**src/rtl/router_pkt_rx.sv**
```systemverilog
// Drains one router output port: reads header/payload/parity, checks parity and address, reports per packet.
// Header costs one bubble cycle, then one byte per cycle; rd_en is issued only while enable && valid_out.
module router_pkt_rx #(
  parameter logic [1:0]  PORT_ID = 2'd2,
  parameter int unsigned TIMEOUT = 64
) (
  input  logic        clk,
  input  logic        rstn,
  input  logic        enable,
  input  logic        valid_out,
  input  logic [7:0]  data_out,
  output logic        rd_en,
  output logic        byte_valid,
  output logic [7:0]  byte_data,
  output logic        pkt_done,
  output logic [5:0]  pkt_len,
  output logic [1:0]  pkt_addr,
  output logic        parity_err,
  output logic        addr_err,
  output logic        timeout_err,
  output logic [15:0] pkt_count,
  output logic        rx_busy
);

  localparam int IW = $clog2(TIMEOUT + 1);

  typedef enum logic [1:0] {IDLE, HDR_WAIT, PAYLOAD} state_t;

  state_t          r_state;
  state_t          w_state_nxt;
  logic            r_rd_pend;
  logic [6:0]      r_req_cnt;
  logic [5:0]      r_rcv_cnt;
  logic [7:0]      r_acc;
  logic [IW-1:0]   r_idle_cnt;

  logic            w_rd;
  logic            w_is_par;
  logic            w_idle;
  logic            w_timeout;

  always_comb begin
    w_state_nxt = r_state;
    w_rd        = 1'b0;
    w_is_par    = 1'b0;
    w_idle      = 1'b0;
    w_timeout   = 1'b0;
    case (r_state)
      IDLE: begin
        if (enable && valid_out) begin
          w_rd        = 1'b1;
          w_state_nxt = HDR_WAIT;
        end
      end
      HDR_WAIT: begin
        w_state_nxt = PAYLOAD;
      end
      PAYLOAD: begin
        // len payload reads plus one parity read
        w_rd      = enable && valid_out && (r_req_cnt < ({1'b0, pkt_len} + 7'd1));
        w_is_par  = r_rd_pend && (r_rcv_cnt == pkt_len);
        w_idle    = !w_rd && !r_rd_pend;
        w_timeout = w_idle && (r_idle_cnt == IW'(TIMEOUT - 1));
        if (w_is_par || w_timeout) begin
          w_state_nxt = IDLE;
        end
      end
      default: begin
        w_state_nxt = IDLE;
      end
    endcase
  end

  // Reset must silence the strobe even though IDLE would otherwise read.
  assign rd_en   = w_rd && rstn;
  assign rx_busy = (r_state != IDLE);

  always_ff @(posedge clk or negedge rstn) begin
    if (!rstn) begin
      r_state     <= IDLE;
      r_rd_pend   <= 1'b0;
      r_req_cnt   <= '0;
      r_rcv_cnt   <= '0;
      r_acc       <= '0;
      r_idle_cnt  <= '0;
      byte_valid  <= 1'b0;
      byte_data   <= '0;
      pkt_done    <= 1'b0;
      pkt_len     <= '0;
      pkt_addr    <= '0;
      parity_err  <= 1'b0;
      addr_err    <= 1'b0;
      timeout_err <= 1'b0;
      pkt_count   <= '0;
    end else begin
      r_state     <= w_state_nxt;
      r_rd_pend   <= w_rd;
      byte_valid  <= 1'b0;
      pkt_done    <= 1'b0;
      timeout_err <= 1'b0;

      if (r_state == HDR_WAIT) begin
        byte_valid <= 1'b1;
        byte_data  <= data_out;
        pkt_len    <= data_out[7:2];
        pkt_addr   <= data_out[1:0];
        r_acc      <= data_out;
        addr_err   <= (data_out[1:0] != PORT_ID);
        parity_err <= 1'b0;
        r_req_cnt  <= '0;
        r_rcv_cnt  <= '0;
      end

      if (r_state == PAYLOAD) begin
        if (w_rd) begin
          r_req_cnt <= r_req_cnt + 7'd1;
        end
        if (r_rd_pend) begin
          byte_valid <= 1'b1;
          byte_data  <= data_out;
          r_rcv_cnt  <= r_rcv_cnt + 6'd1;
          if (w_is_par) begin
            parity_err <= (data_out != r_acc);
            pkt_done   <= 1'b1;
            if (pkt_count != 16'hFFFF) begin
              pkt_count <= pkt_count + 16'd1;
            end
          end else begin
            r_acc <= r_acc ^ data_out;
          end
        end
        if (w_timeout) begin
          timeout_err <= 1'b1;
        end
      end

      if (w_idle && !w_timeout) begin
        r_idle_cnt <= r_idle_cnt + IW'(1);
      end else begin
        r_idle_cnt <= '0;
      end
    end
  end

endmodule

```
**config.mk**
```make
export PLATFORM = sky130hd
export DESIGN_NAME = router_pkt_rx
export DESIGN_NICKNAME = d
export VERILOG_FILES = /design/src/rtl/router_pkt_rx.sv
export SDC_FILE = /design/constraint.sdc
export NUM_CORES = 1
export LEC_CHECK = 0
export BUFFER_PORTS_ARGS = -buffer_cell sky130_fd_sc_hd__buf_2
export CAP_MARGIN = 20
export CORE_ASPECT_RATIO = 1.2
export CORE_UTILIZATION = 50
export DETAILED_ROUTE_END_ITERATION = 6
export PLACE_DENSITY = 0.74
export SLEW_MARGIN = 10
export SYNTH_ARGS = -nofsm -noshare
export SYNTH_HDL_FRONTEND = slang
export SYNTH_SLANG_ARGS = --single-unit
```
**constraint.sdc**
```tcl
create_clock -name clk -period 2.5 [get_ports clk]
set_input_delay 0.375 -clock clk [delete_from_list [all_inputs] [get_ports clk]]
set_output_delay 0.375 -clock clk [all_outputs]
set_load 0.1 [all_outputs]
```
**Word level (Yosys, flattened, before mapping)**

Cells that the tools add are included.

- Latch bits: 0
- RAM bits: 0
- Register bits: 68
- ROM bits: 0
- Output and inout bits: 39
- Bits of input ports: 12
- Memories kept: 0

- Muxes and demuxes: 34
- $mul: 0
- Magnitude comparators: 1
- Shifts and indexed selects: 0
- $add $sub $neg: 5
- Div/mod/pow operators: 0
- Equality and inequality tests: 9
- Bitwise operators: 1
- Reduce and logical (&&, ||, !) cells: 15

Operator list:

| cell | count |
|---|---|
| $mux 8 | 7 |
| $mux 7 | 4 |
| $mux 6 | 3 |
| $add 16x1->16 const B | 1 |
| $mux 1 | 16 |
| $ne 16x16->1 const B | 1 |
| $add 7x1->7 const B | 2 |
| $ne 8x8->1 | 1 |
| $xor 8x8->8 | 1 |
| $add 6x1->7 const B | 1 |
| $eq 7x6->1 const B | 1 |
| $logic_and 1x1->1 | 7 |
| $lt 7x7->1 | 1 |
| $add 6x1->6 const B | 1 |
| $eq 6x6->1 | 1 |
| $ne 2x2->1 const B | 3 |
| $pmux 2 s3 | 1 |
| $mux 2 | 2 |
| $reduce_and 4->1 | 1 |
| $logic_not 1->1 | 3 |
| $eq 2x1->1 const B | 1 |
| $eq 2x2->1 const B | 1 |
| $logic_not 2->1 | 1 |
| $pmux 1 s2 | 1 |
| 3 further kinds | 3 |

**Longest topological paths before layout**

- Depth after elaboration: 10
- Depth in mapped cells: 9
- Mapped depth without buffers: 9

**Least setup slack after synthesis**

OpenSTA, ideal clock, no wires.

- Path type: register to output
- Start point: register pkt_len[2]
- End point: output port rd_en
- Slack: -1,521 ps
- Stages on the path, launching flop included: 10
- Data required time: 2,125 ps
- Data arrival time: 3,646 ps
- Path through: dfrtp_1 > and3_1 > nand3_1 > xor2_1 > ha_1 > a21o_1 > a211oi_1 > o21ai_1 > o22ai_1 > and2_1

- Longest elaborated chain between the ends: 5

Ends and longest elaborated chain:

| item | RTL line | source |
|---|---|---|
| from (decl) | 16 | `output logic [5:0] pkt_len,` |
| from (signal assigned) | 105 | `pkt_len <= data_out[7:2];` |
| $add 6x1->7 | 60 | `w_rd = enable && valid_out && (r_req_cnt < ({1'b0, pkt_len} + 7'd1));` |
| $lt 7x7->1 | 60 |  |
| $logic_and 1x1->1 | 60 |  |
| $pmux 1 s2 | 48 | `case (r_state)` |
| net w_rd | 37 | `logic w_rd;` |
| $logic_and 1x1->1 | 75 | `assign rd_en = w_rd && rstn;` |
| to (decl) | 12 | `output logic rd_en,` |

The timed path passes the listed nets, and every way through them passes these cells.

**Worst setup path after layout**

- Start point: register pkt_len[4]
- End point: output port rd_en

Same word-level chain as after synthesis.

==> results.toml <==
[status]
status = "finished, violations left"
violations = "setup timing"

[final_layout]
syn2layout_area_growth_pct = 23.6
final_core_utilization = 0.644
share_of_cells_above_drive_strength_1 = 0.294
finish.net_count = 464
antennaDiodeCount = 0

[grt]
grtUsageMet2 = 0.407
grt.met1_usage = 0.294
grt_max_degree = 69
antenna_found_initial = 0
gr-usage-all-layers = 0.246
grt_first_pass_wirelength_mm = 14.1
first_global_vias = 3037
global_route.usage.met3 = 0.0493
globalRoute.busiestLayer = "met2"
grt_remaining_overflow = 0

[logic_synthesis]
largest_family_of_logic_cells_by_synthesized_area = "simple AND/OR/NAND/NOR gates"
syn-instance-count = 364
synth_fa_ha_area_frac = 0.0386
post_synth_mux_area_share = 0.0326
synth_async_sr_flop_share = 1.00
synth.area.top_cells = "sky130_fd_sc_hd__dfrtp_1, sky130_fd_sc_hd__nand2_1, sky130_fd_sc_hd__xnor2_1"
synth.net_count = 387
synth_simple_gate_area_frac = 0.210
synth_top_area_share = 0.477
synth-compound-area-share = 0.133
post-synth-top-count-cell = "sky130_fd_sc_hd__dfrtp_1"
count_of_flip_flops_with_a_built_in_enable_after_synthesis = 0
synth_seq_area_share = 0.477
netlist_top_cells_count = "sky130_fd_sc_hd__dfrtp_1, sky130_fd_sc_hd__nand2_1, sky130_fd_sc_hd__nand3_1"
syn-cell-area_um2 = 3570
synth_cell_types = 50
synth_ff_type = "sky130_fd_sc_hd__dfrtp_1"
synthXorXnorAreaFrac = 0.0834
synth-seq-cells = 68
synth_area_per_cell_um2 = 9.81
post-synth-top-area-cell = "sky130_fd_sc_hd__dfrtp_1"
yosys_warnings = 0

[sta]
final-hold-violation-count = 0
final_setup_violation_count = 1
period_share = 1.15
slew_violations = 0
post-route-min-period_ns = 2.86
setup_repair_after_global_routing_missed_its_margin = "yes"
max_slew_margin = 0.425
worst-slew-pin-transition_ns = 0.862
clock-skew-final_ns = 0.00869
timing.final.ws_setup_ns = -0.365
fmax_ghz = 0.349
setup_total_negative_slack_ns = -0.365

[setup_path]
setup.reg_to_reg.worst_slack_ns = 0.09
criticalPathCategory = "reg -> out"
worst_endpoint_data_arrival_time_ns = 2.49
worst_ep_required_time_ns = 2.12
worst_r2r_startpoint = "pkt_len[4]$_DFFE_PN0P_"
largest_driver_fanout_on_the_critical_path = 2
timing.critical_path.from_type = "flip-flop"
worst_setup_path_end_kind = "output pin"
reg2reg_depth = 10
r2r_end = "r_req_cnt[5]$_DFF_PN0_"

[power]
maximum_vdd_ir_drop_uv = 1180
power-per-cell-area_nw_per_um2 = 1290
power.total_uw = 5680
power.share.combinational = 0.524
power.switching_uw = 2840
cellLeakagePower_uw = 0.00206
switching_share = 0.500
power_frac_clock = 0.174
p_seq_frac = 0.302
p_int_uw = 2840

[die]
core_area_um2 = 6850
initial_core_util = 0.521
floorplan.io_pins = 51
die_w_um = 79.1
rows = 33
die-height_um = 94.6
fp.dieArea_um2 = 7480

[detailed_routing]
postRouteAntennaNets = 0
drt_iter0_drc = 169
drtPass1Iterations = 4
wl_mm = 8.46
dr_total_vias = 3051
route.detailed.drc = 0
vias_cell = 5.72
post_drt_wl_per_cell_um = 15.9

[place]
dpl_worst_slack_ns = -0.0881
place.gp.congestion = 0.803
hpwlAfterDp_mm = 5.85
place.port_buffers = 50

[flow_run]
max_cap_violations = 0

[clock_tree]
cts_tree = "done"
cts_sinks = 68
clk_transition_reported_paths_ns = 0.07
cts_buffer_depth = 2
clock_tree.htree_level_count = 3
cts_inserted_buffers = 9
worst_skew_pair.late_latency_ns = 0.34
clk_root_buffer_cell = "sky130_fd_sc_hd__clkbuf_8"

[worst_hold_path]
timing.hold.worst.class = "in -> async"
power by group through the flow:
stage               Sequential [µW]  Clock [µW]  Combinational, µW
global route                   1760        1060               3170
detailed placement             1720           0               2880
CTS                            1710        1010               2930
floorplan                      2840           0               1050
global placement               1700           0               2830
finish                         1720         987               2980
cell usage in the layout (no fill, tap or decap), types with 3 or more instances in the layout:
cell type / n
sky130_fd_sc_hd__o211ai_1: 4
sky130_fd_sc_hd__xor2_1: 17
sky130_fd_sc_hd__buf_4: 26
sky130_fd_sc_hd__and3_1: 8
sky130_fd_sc_hd__clkbuf_8: 13
sky130_fd_sc_hd__dfrtp_1: 60
sky130_fd_sc_hd__nor3_1: 17
sky130_fd_sc_hd__a21oi_1: 17
sky130_fd_sc_hd__a31oi_1: 3
sky130_fd_sc_hd__a311oi_1: 9
sky130_fd_sc_hd__nor2_1: 24
sky130_fd_sc_hd__nand4_1: 10
sky130_fd_sc_hd__mux2_2: 9
sky130_fd_sc_hd__o21ai_0: 12
sky130_fd_sc_hd__dfrtp_4: 5
sky130_fd_sc_hd__a21o_1: 3
sky130_fd_sc_hd__xnor2_1: 17
sky130_fd_sc_hd__dfrtp_2: 3
sky130_fd_sc_hd__nand3_1: 26
sky130_fd_sc_hd__nor2b_1: 3
sky130_fd_sc_hd__ha_1: 10
sky130_fd_sc_hd__buf_2: 49
sky130_fd_sc_hd__inv_1: 10
sky130_fd_sc_hd__nand2_1: 45
logic make-up after synthesis:
kind of cell,Yosys count
XOR/XNOR,34
flip-flops,68
multiplexers,10
buffers and inverters,22
AO/OA/AOI/OAI,68
adder cells (fa/ha/maj),11
AND/OR/NAND/NOR,151
stage by stage:
step	hold WS [ns]	std cells	instance area, µm²
finish	0.289	533	4410
detailed placement	0.466	513	4110
global placement	0.456	513	4110
CTS	0.279	531	4360
floorplan	0.0794	364	3610
global route	0.289	533	4410
worst max-delay path, cell delays in order (launching register included):
cell and delay [ns]:
sky130_fd_sc_hd__dfrtp_4 0.47, sky130_fd_sc_hd__and3_4 0.19, sky130_fd_sc_hd__nand3_2 0.06, sky130_fd_sc_hd__xor2_1 0.15
sky130_fd_sc_hd__ha_1 0.26, sky130_fd_sc_hd__a21o_1 0.22, sky130_fd_sc_hd__a211oi_4 0.24, sky130_fd_sc_hd__o21ai_2 0.10
sky130_fd_sc_hd__o22ai_2 0.11, sky130_fd_sc_hd__and2_4 0.18, sky130_fd_sc_hd__buf_12 0.16
what timing repair did:
| action | CTS | global route |
|---|---|---|
| setup buffers | 2 | 2 |
| pin swaps | 3 | 8 |
| hold buffers | 0 | 0 |
| endpoints found under the setup margin | 1 | 5 |
| gates resized for setup | 2 | 8 |
| endpoints found under the hold margin | 0 | 0 |
worst max path at each step:
stage	startpoint	to	slack [ns]	depth (start not counted)
finish	pkt_len[4]$_DFFE_PN0P_	rd_en	-0.36	10
floorplan	pkt_len[3]$_DFFE_PN0P_	rd_en	-0.40	9
CTS	pkt_len[2]$_DFFE_PN0P_	rd_en	-0.40	10
global placement	pkt_len[2]$_DFFE_PN0P_	rd_en	-0.04	10
detailed placement	pkt_len[2]$_DFFE_PN0P_	rd_en	-0.09	10
global route	pkt_len[4]$_DFFE_PN0P_	rd_en	-0.45	10
sequential cells by signal, summed over array words and instances (netlist names):
register and flops:
pkt_count 16, r_rcv_cnt 6, byte_data 8, r_idle_cnt 7, pkt_addr 2, r_req_cnt 7, r_state 2, parity_err 1
pkt_len 6, timeout_err 1, byte_valid 1, pkt_done 1, r_acc 8, r_rd_pend 1, addr_err 1
routing by layer:
layer | up-vias | wire (µm) | part of all wire
li1 | 1470 | - | -
met3 | 23 | 330 | 0.039
met5 | - | 0 | 0
met4 | 0 | 307 | 0.036
met1 | 1477 | 3660 | 0.43
met2 | 81 | 4160 | 0.49
area by class of cell:
cell class	count	area, µm²
clock inverters	3	42.5
multi-input cells	274	1850
inverters	11	41.3
clock buffers	13	179
flip-flops and latches	68	1720
well taps	87	109
repair buffers	77	472
fillers	581	2440
No activity file was read; power rests on OpenSTA's default activity.
